## src/rtl/e203_exu_longpwbck_buf.sv

```systemverilog
// Long-pipe write-back arbiter: per-channel result FIFOs, retire the head whose itag matches the OITF head.
// Optional E203_LONGPWBCK_BYPASS_EN lets an incoming result retire in its arrival cycle when its FIFO is empty.

module e203_longpwbck_fifo #(
    parameter int DEP = 2,
    parameter int W   = 8
) (
    input  logic         clk,
    input  logic         rst_n,
    input  logic         push,
    input  logic         pop,
    input  logic [W-1:0] din,
    output logic [W-1:0] dout,
    output logic         empty,
    output logic         full
);
    localparam int PW = (DEP > 1) ? $clog2(DEP) : 1;
    localparam int CW = $clog2(DEP + 1);

    logic [W-1:0]  mem [DEP];
    logic [PW-1:0] wptr, rptr;
    logic [CW-1:0] cnt;

    always_ff @(posedge clk or negedge rst_n) begin
        if (!rst_n) begin
            wptr <= '0;
            rptr <= '0;
            cnt  <= '0;
        end else begin
            // explicit wrap so a non power-of-2 depth works
            if (push) wptr <= (wptr == PW'(DEP - 1)) ? '0 : wptr + 1'b1;
            if (pop)  rptr <= (rptr == PW'(DEP - 1)) ? '0 : rptr + 1'b1;
            if (push && !pop)      cnt <= cnt + 1'b1;
            else if (pop && !push) cnt <= cnt - 1'b1;
        end
    end

    always_ff @(posedge clk) begin
        if (push) mem[wptr] <= din;
    end

    assign dout  = mem[rptr];
    assign empty = (cnt == '0);
    assign full  = (cnt == CW'(DEP));
endmodule

module e203_exu_longpwbck_buf #(
    parameter int                CH_NUM       = 2,
    parameter int                XLEN         = 32,
    parameter int                ITAG_W       = 5,
    parameter int                BUF_DEP      = 2,
    parameter logic [CH_NUM-1:0] CH_EXCP_MASK = 2'b01
) (
    input  logic                     clk,
    input  logic                     rst_n,
    input  logic [CH_NUM-1:0]        ch_wbck_i_valid,
    output logic [CH_NUM-1:0]        ch_wbck_i_ready,
    input  logic [CH_NUM*XLEN-1:0]   ch_wbck_i_wdat,
    input  logic [CH_NUM*ITAG_W-1:0] ch_wbck_i_itag,
    input  logic [CH_NUM-1:0]        ch_wbck_i_err,
    input  logic [CH_NUM-1:0]        ch_cmt_i_ld,
    input  logic [CH_NUM-1:0]        ch_cmt_i_st,
    input  logic [CH_NUM-1:0]        ch_cmt_i_buserr,
    input  logic [CH_NUM*XLEN-1:0]   ch_cmt_i_badaddr,
    output logic                     longp_wbck_o_valid,
    input  logic                     longp_wbck_o_ready,
    output logic [XLEN-1:0]          longp_wbck_o_wdat,
    output logic [4:0]               longp_wbck_o_flags,
    output logic [4:0]               longp_wbck_o_rdidx,
    output logic                     longp_wbck_o_rdfpu,
    output logic                     longp_excp_o_valid,
    input  logic                     longp_excp_o_ready,
    output logic                     longp_excp_o_insterr,
    output logic                     longp_excp_o_ld,
    output logic                     longp_excp_o_st,
    output logic                     longp_excp_o_buserr,
    output logic [XLEN-1:0]          longp_excp_o_badaddr,
    output logic [XLEN-1:0]          longp_excp_o_pc,
    input  logic                     oitf_empty,
    input  logic [ITAG_W-1:0]        oitf_ret_ptr,
    input  logic [4:0]               oitf_ret_rdidx,
    input  logic [XLEN-1:0]          oitf_ret_pc,
    input  logic                     oitf_ret_rdwen,
    input  logic                     oitf_ret_rdfpu,
    output logic                     oitf_ret_ena,
    output logic                     buf_conflict_o
);
    typedef struct packed {
        logic [XLEN-1:0]   wdat;
        logic [ITAG_W-1:0] itag;
        logic              err;
        logic              ld;
        logic              st;
        logic              buserr;
        logic [XLEN-1:0]   badaddr;
    } ent_t;

    ent_t              in_ent [CH_NUM];
    ent_t              head   [CH_NUM];
    ent_t              sel_ent;
    logic [CH_NUM-1:0] empty, full, push, pop, match, sel_oh;
    logic              sel_vld, sel_byp, sel_mask;
    logic              need_wbck, need_excp, retire;

    for (genvar c = 0; c < CH_NUM; c++) begin : g_ch
        assign in_ent[c] = '{wdat:    ch_wbck_i_wdat[c*XLEN +: XLEN],
                             itag:    ch_wbck_i_itag[c*ITAG_W +: ITAG_W],
                             err:     ch_wbck_i_err[c],
                             ld:      ch_cmt_i_ld[c],
                             st:      ch_cmt_i_st[c],
                             buserr:  ch_cmt_i_buserr[c],
                             badaddr: ch_cmt_i_badaddr[c*XLEN +: XLEN]};

        assign match[c] = ~empty[c] & ~oitf_empty & (head[c].itag == oitf_ret_ptr);
        assign pop[c]   = retire & sel_oh[c] & ~sel_byp;
        // a bypassed result that retires never occupies the FIFO
        assign push[c]  = ch_wbck_i_valid[c] & ~full[c] & ~(retire & sel_byp & sel_oh[c]);
        assign ch_wbck_i_ready[c] = ~full[c];

        e203_longpwbck_fifo #(.DEP(BUF_DEP), .W($bits(ent_t))) u_fifo (
            .clk   (clk),
            .rst_n (rst_n),
            .push  (push[c]),
            .pop   (pop[c]),
            .din   (in_ent[c]),
            .dout  (head[c]),
            .empty (empty[c]),
            .full  (full[c])
        );
    end

    // Lowest matching channel wins; buffered heads beat bypass candidates.
    always_comb begin
        sel_vld  = 1'b0;
        sel_byp  = 1'b0;
        sel_oh   = '0;
        sel_mask = 1'b0;
        sel_ent  = '0;
        for (int c = CH_NUM - 1; c >= 0; c--) begin
            if (match[c]) begin
                sel_vld  = 1'b1;
                sel_oh   = '0;
                sel_oh[c] = 1'b1;
                sel_mask = CH_EXCP_MASK[c];
                sel_ent  = head[c];
            end
        end
`ifdef E203_LONGPWBCK_BYPASS_EN
        if (!sel_vld) begin
            for (int c = CH_NUM - 1; c >= 0; c--) begin
                if (ch_wbck_i_valid[c] && empty[c] && !oitf_empty &&
                    (in_ent[c].itag == oitf_ret_ptr)) begin
                    sel_byp  = 1'b1;
                    sel_oh   = '0;
                    sel_oh[c] = 1'b1;
                    sel_mask = CH_EXCP_MASK[c];
                    sel_ent  = in_ent[c];
                end
            end
            sel_vld = sel_byp;
        end
`endif
    end

    assign buf_conflict_o = ($countones(match) > 1);

    // need_wbck uses the raw error so a suppressed fault retires silently
    assign need_wbck = oitf_ret_rdwen & ~sel_ent.err;
    assign need_excp = sel_ent.err & sel_mask;

    assign longp_wbck_o_valid = need_wbck & sel_vld & (~need_excp | longp_excp_o_ready);
    assign longp_excp_o_valid = need_excp & sel_vld & (~need_wbck | longp_wbck_o_ready);
    assign retire = sel_vld & (~need_wbck | longp_wbck_o_ready) & (~need_excp | longp_excp_o_ready);
    assign oitf_ret_ena = retire;

    assign longp_wbck_o_wdat    = sel_ent.wdat;
    assign longp_wbck_o_flags   = 5'd0;
    assign longp_wbck_o_rdidx   = oitf_ret_rdidx;
    assign longp_wbck_o_rdfpu   = oitf_ret_rdfpu;
    assign longp_excp_o_insterr = 1'b0;
    assign longp_excp_o_ld      = sel_ent.ld;
    assign longp_excp_o_st      = sel_ent.st;
    assign longp_excp_o_buserr  = sel_ent.buserr;
    assign longp_excp_o_badaddr = sel_ent.badaddr;
    assign longp_excp_o_pc      = oitf_ret_pc;
endmodule

```

## config.mk

```make
export PLATFORM = sky130hd
export DESIGN_NAME = e203_exu_longpwbck_buf
export DESIGN_NICKNAME = d
export VERILOG_FILES = /design/src/rtl/e203_exu_longpwbck_buf.sv
export SDC_FILE = /design/constraint.sdc
export NUM_CORES = 1
export LEC_CHECK = 0
export ABC_AREA = 1
export BUFFER_PORTS_ARGS = -buffer_cell sky130_fd_sc_hd__buf_4
export CAP_MARGIN = 30
export CORE_ASPECT_RATIO = 0.8
export CORE_UTILIZATION = 53
export DETAILED_ROUTE_END_ITERATION = 8
export PLACE_DENSITY_LB_ADDON = 0.1
export SYNTH_ARGS = -nofsm -noshare
export SYNTH_HDL_FRONTEND = slang
export SYNTH_SLANG_ARGS = --single-unit
```

## constraint.sdc

```tcl
create_clock -name clk -period 5.3 [get_ports clk]
set_input_delay 0 -clock clk [delete_from_list [all_inputs] [get_ports clk]]
set_output_delay 0 -clock clk [all_outputs]
set_load 0.02 [all_outputs]
```

After elaboration in Yosys (flattened, before gate mapping)
Memory sizes are Yosys's and may differ from the RTL's. Index checks and enable logic that the tools add are counted. W data, S select, Z words.

Shift operators: 0. Eq/ne operators: 4. Bitwise logic cells: 26. Multiply operators: 0. $lt $le $gt $ge: 1. $add $sub $neg: 9. Reductions and logical operators: 12. Divide/modulo/power cells: 0. Mux-type cells: 19.

Operators with widths (number): $mux W73 (2); $and A1 B1 Y1 (16); $mux W2 (6); $mux W1 (11); $eq A5 B5 Y1 (2); $not A1 Y1 (8); $add A1 B1 Y1 const B (4); $add A2 B1 Y2 const B (2); $eq A2 B2 Y1 const B (2); $logic_and A1 B1 Y1 (4); $logic_not A1 Y1 (4); $logic_not A2 Y1 (2); $reduce_bool A2 Y1 (2); $sub A2 B1 Y2 const B (2); $add A1 B1 Y2 (1); $gt A2 B1 Y1 const B (1); $or A1 B1 Y1 (2).

Flip-flop bits (word level): 8. Bits in latches: 0. ROM bits: 0. Bits in writable memories: 292. Output and inout port bits: 117. Memories: 2. Logic and storage cells: 79. Input port bits: 197.

Memory list: g_ch[0].u_fifo.mem (words 2, width 73, rd ports 1, clocked after memory_dff 0, write ports 1, RTL line 20) `logic [W-1:0] mem [DEP];`; g_ch[1].u_fifo.mem (words 2, width 73, rd ports 1, clocked after memory_dff 0, write ports 1, RTL line 20).

Logic depth before layout (Yosys ltp)
Depth in word-level cells: 16. Gate-level depth with buffers: 17.

Modules after synthesis
A second synthesis with hierarchy kept.

Cell total of the unflattened synthesis: 842. Area, all modules: 13000.0 µm².

By module, submodules not included: e203_longpwbck_fifo (cells each 252, times used 2, area each 5721.7 µm²); e203_exu_longpwbck_buf (cells each 338, times used 1, area each 1556.5 µm²).

Worst setup path after synthesis
Ideal clock, no wire load.

Path kind: register -> register. Start point: register g_ch[1].u_fifo.cnt[0]. End point: memory g_ch[1].u_fifo.mem[1][0] (netlist bit), enable pin. Cell stages (with the launch flop): 5. Setup time: 0.506 ns. Setup slack: 1.003 ns. Arrival: 3.791 ns. Cells stage by stage: dfrtp_1 > inv_1 > nand2_1 > nand2_1 > nor2_1.

Word-level cells in the longest chain between the ends: 5.

Ends and longest elaborated chain: start: declaration (RTL line 22) `logic [CW-1:0] cnt;`; start signal: assignment (RTL line 33) `if (push && !pop) cnt <= cnt + 1'b1;`; start signal: assignment (RTL line 34) `else if (pop && !push) cnt <= cnt - 1'b1;`; $eq A2 B2 Y1 (RTL line 44) `assign full = (cnt == CW'(DEP));`; $not A1 Y1; via ch_wbck_i_ready[1] (RTL line 57) `output logic [CH_NUM-1:0] ch_wbck_i_ready,`; $and A1 B1 Y1 (RTL line 117) `assign push[c] = ch_wbck_i_valid[c] & ~full[c] & ~(retire & sel_byp & sel_oh[c]);`; $mux W1 (RTL line 39) `if (push) mem[wptr] <= din;`; $mux W1 (not written as such) (RTL line 39); end: declaration (RTL line 20).

The timed path passes the listed nets, and every way through them passes these cells.

Worst setup path after layout
Start point: register g_ch[0].u_fifo.rptr. End point: register g_ch[1].u_fifo.cnt[1].

Word-level cells in the longest chain between the ends: 14.

Ends and longest elaborated chain: start: declaration (RTL line 21) `logic [PW-1:0] wptr, rptr;`; start signal: assignment (RTL line 32) `if (pop) rptr <= (rptr == PW'(DEP - 1)) ? '0 : rptr + 1'b1;`; $mem_v2 Z2 W73 (*); $eq A5 B5 Y1 (RTL line 114) `assign match[c] = ~empty[c] & ~oitf_empty & (head[c].itag == oitf_ret_ptr);`; $and A1 B1 Y1 (RTL line 114); $mux W73 (RTL line 140) `if (match[c]) begin`; $not A1 Y1 (RTL line 168) `assign need_wbck = oitf_ret_rdwen & ~sel_ent.err;`; $and A1 B1 Y1 (RTL line 168); $not A1 Y1 (RTL line 173) `assign retire = sel_vld & (~need_wbck | longp_wbck_o_ready) & (~need_excp | longp_excp_o_ready);`; $or A1 B1 Y1 (RTL line 173); $and A1 B1 Y1 (2 in a row) (RTL line 173); $and A1 B1 Y1 (*) (RTL line 115) `assign pop[c] = retire & sel_oh[c] & ~sel_byp;`; $logic_not A1 Y1 (RTL line 33); $logic_and A1 B1 Y1 (RTL line 33); $mux W2 or $reduce_bool A2 Y1 (tied branches).

Every way passes the cells marked *; elsewhere a longest branch is shown, timed or not. A chain may end at the register's enable or synchronous reset.

==> results.toml <==
[timing]
max_freq_mhz = 234
setup_slack_ns = 1.03
finalCritPeriodShare_pct = 80.5
setup_viol = 0
hold_violations = 0
maxSlewViolCount = 0
rsz0062_at_grt = "no"
max-slew-margin-rel_pct = 45.6
holdWs_ns = 0.0000123
tightest_slew_ns = 0.814
fin_worst_skew_ns = 0.0162
tns_ns = 0
period_needed_ns = 4.27

[synth]
synth_common_cells = "edfxtp_1, nor2_1, mux2i_1"
async_reset_ff_share_pct = 2.67
ys_warn_count = 0
ys_ff_latch = 300
synth.avg_cell_area_um2 = 15.6
synth_flop_cell = "edfxtp_1"
synth.area.top_cells = "edfxtp_1, o32ai_2, mux2i_1"
syn_inst = 794
ys_seq_area_share_pct = 72.2
synth_edf_count = 292
synth.largest_area_cell = "edfxtp_1"
synth.most_common_cell = "edfxtp_1"
synth_top_area_share_pct = 70.6
yosysUniqueCellTypes = 33
synth_area_um2 = 12400

[worst_setup_path]
cp-start-kind = "flip-flop"
rrSetupSlack_ns = 1.03
critPathBufInv = 3
crit_top_cell = "nand2_1"
slowest_delay_ns = 0.72
cp.arrival_ns = 4.67
crit_required_ns = 5.71
path_cells = "buf_4 -> nand2_1 -> nand2_1 -> nand2_1 -> nand2_1 -> nor2_2 -> nand3_4 -> buf_4 -> nand3_1 -> nand4_2 -> dlygate4sd3_1 -> nand3_2 -> ha_1 -> a21oi_1 -> o21ai_0 -> xor2_1"
crit_family = "buffers and inverters"
slowest_stage = "dfrtp_2"
worstPathMaxFanout = 50
critPathCaptureType = "flip-flop"
startpoint = "g_ch[0].u_fifo.rptr"
path_class = "reg2reg"
worstReg2RegStart = "g_ch[0].u_fifo.rptr"

[clocking]
clockRootBuffer = "clkbuf_16"
ctsHoldBuffers = 153
cts_setup_buffers = 0
cts_made_buffers = 29
clk_pin_slew_worst_paths_ns = 0.06
clk_latency_ns = 0.54
cts_resized = 0
cts.path.max_buffers = 3
cts_tree = "yes"
clkSinkCount = 300
htreeDepth = 1

[die]
io_pins = 314
die_w_um = 173
rows = 49
start_util_pct = 54.6
core_um2 = 22700
die_height_um = 139
dieArea_um2 = 24100

[hold_path]
hold_class = "in2out"
worstHoldStart = "oitf_ret_pc[23]"

[run_status]
status = "finished clean"

[drt]
dr.pass1.iters = 5
postRouteAntennaNets = 0
drc = 0
vias = 7768
drt-initial-drc-count = 595
wire_per_inst_um = 20.3
wl_um = 30000
via_per_inst = 5.26

[run]
cap_violations = 0

[grt]
antenna_found_initial = 1
overflow = 0
grt_pass1_wl_um = 46600
grt_start_max_net_pins = 52
grt_usage_pct = 25.3
grt_pass1_vias = 8373

[pwr]
ir_worst_vdd_mv = 0.338
leakagePower_nw = 6.24
powerDensity_nw_per_um2 = 394

[placed_design]
gp_congestion = 0.776
dpl-instance-area_um2 = 14200
pre_cts_slack_ns = 1.63
io_buffers = 231
place_hpwl_um = 17800

[layout]
syn_to_final_growth_pct = 33.9
final_layout_size_suffix_gt1_share_pct = 31.8
design_area_um2 = 16600
fin_nets = 1348
worst register-to-register path, stage by stage, from the launching register on:
cell	delay [ns]
dfrtp_2	0.72
buf_4	0.59
nand2_1	0.16
nand2_1	0.10
nand2_1	0.05
nand2_1	0.06
nor2_2	0.05
nand3_4	0.09
buf_4	0.50
nand3_1	0.22
nand4_2	0.12
dlygate4sd3_1	0.66
nand3_2	0.11
ha_1	0.33
a21oi_1	0.12
o21ai_0	0.11
xor2_1	0.15
placed cells by master (no fill, tap or decap), types with 4 or more instances in the layout:
cell	Yosys	routed
edfxtp_1	292	292
clkbuf_16	0	29
dlygate4sd3_1	0	153
clkinv_1	0	9
conb_1	1	6
nand3_1	10	10
o31ai_1	4	4
o32ai_2	60	60
clkinv_2	0	4
nand2_1	61	61
nor2_4	0	4
mux2i_1	63	63
buf_4	48	245
inv_1	20	20
or2_2	4	4
a21oi_1	5	5
clkbuf_1	18	5
dfrtp_1	8	6
nor2_2	4	4
inv_2	4	4
o211ai_1	5	5
nor2_1	146	142
path summary, 6_finish.rpt:
| check | end | cells after the start |
|---|---|---|
| max | g_ch[1].u_fifo.cnt[1] | 16 |
| min | longp_excp_o_pc[23] | 0 |
| max reg2reg | g_ch[1].u_fifo.cnt[1] | 16 |
| min reg2reg | g_ch[0].u_fifo.cnt[0] | 1 |
| max in group asynchronous | g_ch[1].u_fifo.rptr | 3 |
| min in group asynchronous | g_ch[0].u_fifo.wptr | 3 |
where the power goes:
part           leakage [nW]  total, mW  internal [mW]  switching [mW]
clock network         0.440       1.98           1.14           0.836
registers              2.80       3.37           3.23           0.139
logic                  3.00       1.20          0.415           0.785
metal layers:
metal | GRT usage, % | up-vias | share of wire [%]
met5 | 0.198 | - | 0
met4 | 8.29 | 0 | 3.0
met3 | 4.55 | 72 | 6.1
met2 | 43.3 | 310 | 49
met1 | 32.9 | 3766 | 41
li1 | - | 3620 | -
per-stage QoR:
step | std cells | power (mW) | utilization (%)
global route | 1477 | 6.83 | 73.1
finish | 1477 | 6.55 | 73.1
global placement | 1269 | 4.49 | 62.2
detailed placement | 1271 | 4.53 | 62.4
CTS | 1476 | 6.60 | 73.1
floorplan | 799 | 4.15 | -
cells by family after synthesis:
logic type,Yosys count,share of synthesized area (%)
AOI/OAI and AO/OA,80,8.93
DFF,300,72.2
adders and majority gates,2,0.201
muxes,63,5.07
xor gates and xnor gates,5,0.352
and+or+nand+nor,236,7.93
other,1,0.0302
buffers and inverters,107,5.30
cell type report:
class	count	area [um2]
antenna	1	2.50
clock buffer	34	744
clock inverter	18	160
fill	1468	6110
inverter	26	105
multi-input combinational	392	2850
sequential	300	8970
tap	306	383
timing repair buffer	400	3420
state kept, by name, summed over array words and instances, names as in the netlist:
name,cells
g_ch.u_fifo.mem,292
g_ch.u_fifo.rptr,2
g_ch.u_fifo.wptr,2
g_ch.u_fifo.cnt,4
No activity file was read; power rests on OpenSTA's default activity.
